**config.mk**
```make
export PLATFORM = sky130hd
export DESIGN_NAME = issue_queue
export DESIGN_NICKNAME = d
export VERILOG_FILES = /design/src/rtl/issue_queue.sv
export SDC_FILE = /design/constraint.sdc
export NUM_CORES = 2
export LEC_CHECK = 0
export BUFFER_PORTS_ARGS = -buffer_cell sky130_fd_sc_hd__buf_4
export CORE_UTILIZATION = 55
export CTS_BUF_LIST = sky130_fd_sc_hd__clkbuf_2
export DETAILED_ROUTE_END_ITERATION = 8
export GPL_TIMING_DRIVEN = 0
export PLACE_DENSITY = 0.74
export SETUP_SLACK_MARGIN = 0.02
export SYNTH_ARGS = -nofsm -noshare
export SYNTH_HDL_FRONTEND = slang
export SYNTH_SLANG_ARGS = --single-unit
```
**constraint.sdc**
```tcl
create_clock -name clk -period 35.9 [get_ports clk]
set_input_delay 3.59 -clock clk [delete_from_list [all_inputs] [get_ports clk]]
set_output_delay 3.59 -clock clk [all_outputs]
set_load 0.02 [all_outputs]
```
**src/rtl/issue_queue.sv**
```systemverilog
// issue_queue: in-order dual-push/dual-pop instruction queue with hazard-checked head pairing
module issue_queue #(
    parameter int DEPTH  = 8,
    parameter int DATA_W = 128
) (
    input  logic              clk,
    input  logic              rstn,
    input  logic              flush,
    input  logic              stall,
    input  logic [1:0]        in_valid,
    output logic              in_ready,
    input  logic [DATA_W-1:0] in_data0,
    input  logic [DATA_W-1:0] in_data1,
    input  logic [16:0]       in_meta0,
    input  logic [16:0]       in_meta1,
    output logic [1:0]        out_valid,
    output logic [DATA_W-1:0] out_data0,
    output logic [DATA_W-1:0] out_data1,
    output logic [16:0]       out_meta0,
    output logic [16:0]       out_meta1
);
    localparam int AW = $clog2(DEPTH);
    localparam int CW = AW + 1;

    logic [DATA_W-1:0] mem_data [DEPTH];
    logic [16:0]       mem_meta [DEPTH];
    logic [AW-1:0]     head, tail, head1;
    logic [CW-1:0]     count, npush, npop;
    logic [AW-1:0]     npush_a, npop_a;
    logic [16:0]       hm, h1m;
    logic              push0, push1, pop0, pop1, raw, pair_ok, live;

    assign head1    = head + AW'(1);
    assign hm       = mem_meta[head];
    assign h1m      = mem_meta[head1];
    assign live     = rstn & ~flush;
    assign in_ready = live & (count <= CW'(DEPTH - 2));
    // in_valid=10 is not a legal code and must push nothing
    assign push0    = in_ready & in_valid[0];
    assign push1    = push0 & in_valid[1];
    // r0 writes never create a RAW hazard
    assign raw      = hm[15] & (|hm[14:10]) & ((h1m[4:0] == hm[14:10]) | (h1m[9:5] == hm[14:10]));
    assign pair_ok  = ~hm[16] & ~h1m[16] & ~raw;
    assign out_valid[0] = live & (count >= CW'(1));
    assign out_valid[1] = live & (count >= CW'(2)) & pair_ok;
    assign pop0     = out_valid[0] & ~stall;
    assign pop1     = out_valid[1] & ~stall;
    assign npush    = CW'(push0) + CW'(push1);
    assign npop     = CW'(pop0) + CW'(pop1);
    assign npush_a  = AW'(push0) + AW'(push1);
    assign npop_a   = AW'(pop0) + AW'(pop1);
    assign out_data0 = rstn ? mem_data[head]  : '0;
    assign out_data1 = rstn ? mem_data[head1] : '0;
    assign out_meta0 = rstn ? hm  : '0;
    assign out_meta1 = rstn ? h1m : '0;

    always_ff @(posedge clk) begin
        if (!rstn || flush) begin
            head  <= '0;
            tail  <= '0;
            count <= '0;
        end else begin
            head  <= head + npop_a;
            tail  <= tail + npush_a;
            count <= count + npush - npop;
        end
    end

    always_ff @(posedge clk) begin
        if (push0) begin
            mem_data[tail] <= in_data0;
            mem_meta[tail] <= in_meta0;
        end
        if (push1) begin
            mem_data[tail + AW'(1)] <= in_data1;
            mem_meta[tail + AW'(1)] <= in_meta1;
        end
    end

    count_range: assert property (@(posedge clk) disable iff (!rstn) count <= CW'(DEPTH));
endmodule

```
==> results.json <==
{
  "worst_pin_slew_ns": 1.560,
  "finalCritPeriodShare": 0.2832,
  "synthDominantCellAreaShare": 0.5120,
  "drive_gt1_frac": 0.5871,
  "synth-edff-count": 1160,
  "synthCells": 4079,
  "grt_pass1_wl_mm": 318.2,
  "numPortBuffers": 588,
  "violations": "max-capacitance violations, max-slew violations",
  "powerDensity_nw_per_um2": 33.93,
  "htreeDepth": 5,
  "seq_area_um2": 35030,
  "std_cell_rows": 128,
  "crit_type": "reg2out",
  "dieArea_um2": 125100,
  "fin_skew_ns": 0.1468,
  "cts_setup_buffers": 0,
  "ant_nets": 0,
  "grt_util_all_layers": 0.3561,
  "drt-total-wl_mm": 224.5,
  "antenna_found_initial": 55,
  "hp-class": "reg2reg",
  "crit_arrival_ns": 6.58,
  "slew_viol_final": 33,
  "yosysMostFrequentCell": "edfxtp_1",
  "setup-tns-final_ns": 0,
  "start_util": 0.5567,
  "postCtsResizedCells": 0,
  "vdd_drop_max_mv": 0.02474,
  "crit_required_ns": 32.31,
  "synthDistinctLibCells": 45,
  "die_w_um": 353.7,
  "swShare": 0.2589,
  "ios": 589,
  "async_reset_ff_frac": 0,
  "leakage_nw": 27.18,
  "syn_to_final_growth_pct": 15.94,
  "hold-path-cell-count": 2,
  "dp_hpwl_mm": 152.7,
  "cts.sinks": 1170,
  "yosys.area.top_type": "edfxtp_1",
  "drc": 0,
  "hold_viol": 0,
  "maxSlewHeadroom": -0.03981,
  "highest_layer": "met5",
  "clkTransAtPathRegs_ns": 0.12,
  "intPower_mw": 1.983,
  "dr.pass1.iters": 5,
  "seq_area_frac_synth": 0.5150,
  "avgViaCountPerCell": 6.593,
  "dp.cells": 6371,
  "fin_nets": 5383,
  "end_kind": "output port",
  "first_global_vias": 46380,
  "reg2reg_depth": 16,
  "drv_cap": 4,
  "finalCriticalPeriod_ns": 10.17,
  "combPwrFrac": 0.091,
  "n_fill_cell": 9046,
  "place.gp.congestion": 0.8761,
  "cts_tree": "yes",
  "multi_input_area_um2": 31410,
  "crit_fanout": 10,
  "wl_met3_mm": 26.59,
  "avgSynthCellArea_um2": 16.68,
  "cp-start-kind": "register",
  "cts_hold_buf": 0,
  "netlist_top_cells_count": "edfxtp_1 (1,160), mux2_2 (1,023), mux4_2 (576)",
  "synth_flop_cell": "edfxtp_1",
  "grt_setup_unrepaired": "no",
  "netlist_area_um2": 68030,
  "vias": 45670,
  "wl_per_cell_um": 32.41,
  "clkLatencyLatePin_ns": 1.71,
  "status": "finished with violations",
  "clock-root-buffer": "clkbuf_2",
  "switchingPower_mw": 0.6929,
  "wirelength_met1_mm": 81.64,
  "p_clk_frac": 0.343,
  "report.final.setup_viol": 0,
  "fin_cells": 6928,
  "grt-ovfl-total": 0,
  "yosys-top-cells-area": "edfxtp_1 (51%), mux4_2 (19%), mux2_2 (17%), mux2_4 (3.1%), mux2i_1 (2.4%)",
  "synth_nets": 4389,
  "die_y_um": 353.7,
  "ys_warn_count": 0,
  "cts_buffers": 325,
  "core_um2": 122200,
  "synth-seq-cells": 1170,
  "sequentialPowerShare": 0.567,
  "wl_met2_mm": 105.2,
  "drt_iter0_drc": 4972,
  "fmax_mhz": 98.38,
  "grt_max_degree": 23,
  "clockBufferDepth": 4
}
power by group through the flow:
| stage | logic, mW | clock network [mW] | registers, mW |
|---|---|---|---|
| floorplan | 0.124 | 0 | 1.55 |
| global placement | 0.227 | 0 | 1.56 |
| detailed placement | 0.238 | 0 | 1.55 |
| CTS | 0.239 | 0.927 | 1.52 |
| global route | 0.255 | 0.994 | 1.52 |
| finish | 0.242 | 0.917 | 1.52 |
stage by stage:
step           power, mW    util  instance area [um^2]  setup WS, ns  hold WS [ns]
2_1_floorplan      1.675       -                 68030         19.80        0.6240
3_3_place_gp       1.785  0.6095                 74480         6.821        0.6794
3_5_place_dp       1.786  0.6236                 76210         26.33        0.7134
4_1_cts            2.682  0.6446                 78770         25.80        0.7469
5_1_grt            2.767  0.6452                 78840         25.74        0.7795
6_report           2.676  0.6455                 78870         25.73        0.7539
logic make-up (layout without fill, tap and decap cells):
kind of cell | count (synthesis) | after routing | synth area share
xor gates and xnor gates | 17 | 17 | 0.002299
buffers and inverters | 346 | 1530 | 0.02494
muxes | 1898 | 1898 | 0.4142
other | 0 | 40 | 0
and+or+nand+nor | 482 | 482 | 0.02884
AOI/OAI and AO/OA | 152 | 152 | 0.01159
adders and majority gates | 14 | 14 | 0.003127
DFF | 1170 | 1170 | 0.5150
per-layer routing:
metal,vias up,GRT usage
li1,18780,-
met1,23420,0.4568
met2,2932,0.5472
met3,504,0.1103
met4,42,0.1841
met5,-,0
state kept, by name, summed over array words and instances (netlist names):
signal    count
mem_data   1024
mem_meta    136
count         4
head          3
tail          3
path summary, 6_finish.rpt:
| kind | startpoint | endpoint | slack [ns] |
|---|---|---|---|
| setup / recovery | head[0]$_SDFF_PP0_ | out_data1[127] | 25.73 |
| hold / removal | head[1]$_SDFF_PP0_ | head[1]$_SDFF_PP0_ | 0.75 |
| setup reg to reg | head[0]$_SDFF_PP0_ | count[3]$_SDFF_PP0_ | 30.44 |
| hold reg to reg | head[1]$_SDFF_PP0_ | head[1]$_SDFF_PP0_ | 0.75 |
worst max-delay path, stage by stage, from the launching register on:
cell and delay [ns]:
dfxtp_1 0.45, buf_2 0.30, buf_4 0.29, buf_2 0.48
clkbuf_1 1.18, clkbuf_1 0.93, mux4_2 0.38, nand2_1 0.06
a21oi_1 0.51, buf_4 0.25
layout make-up:
class	count	share of cell area
Timing Repair Buffer	667	0.07651
Multi-Input combinational cell	2563	0.3982
Clock buffer	478	0.03033
Buffer	335	0.02105
Antenna cell	40	0.001269
Tap cell	1625	0.02578
Inverter	11	0.0005393
Clock inverter	39	0.002189
Sequential cell	1170	0.4442
cell usage in the layout, fill, tap and decap left out, drive strengths merged, types with 4 or more instances in the layout:
master and n:
clkinv 37, nor2 164, diode 40, o22ai 5, and2 9, clkbuf 579, mux2i 160, a21oi 138
xor2 5, fa 5, ha 9, nand3 5, buf 901, nor3b 8, inv 12, nor3 6
mux2 1162, edfxtp 1160, xnor2 12, nand3b 4, nand2 278, dfxtp 10, mux4 576
No activity file was read; power rests on OpenSTA's default activity.
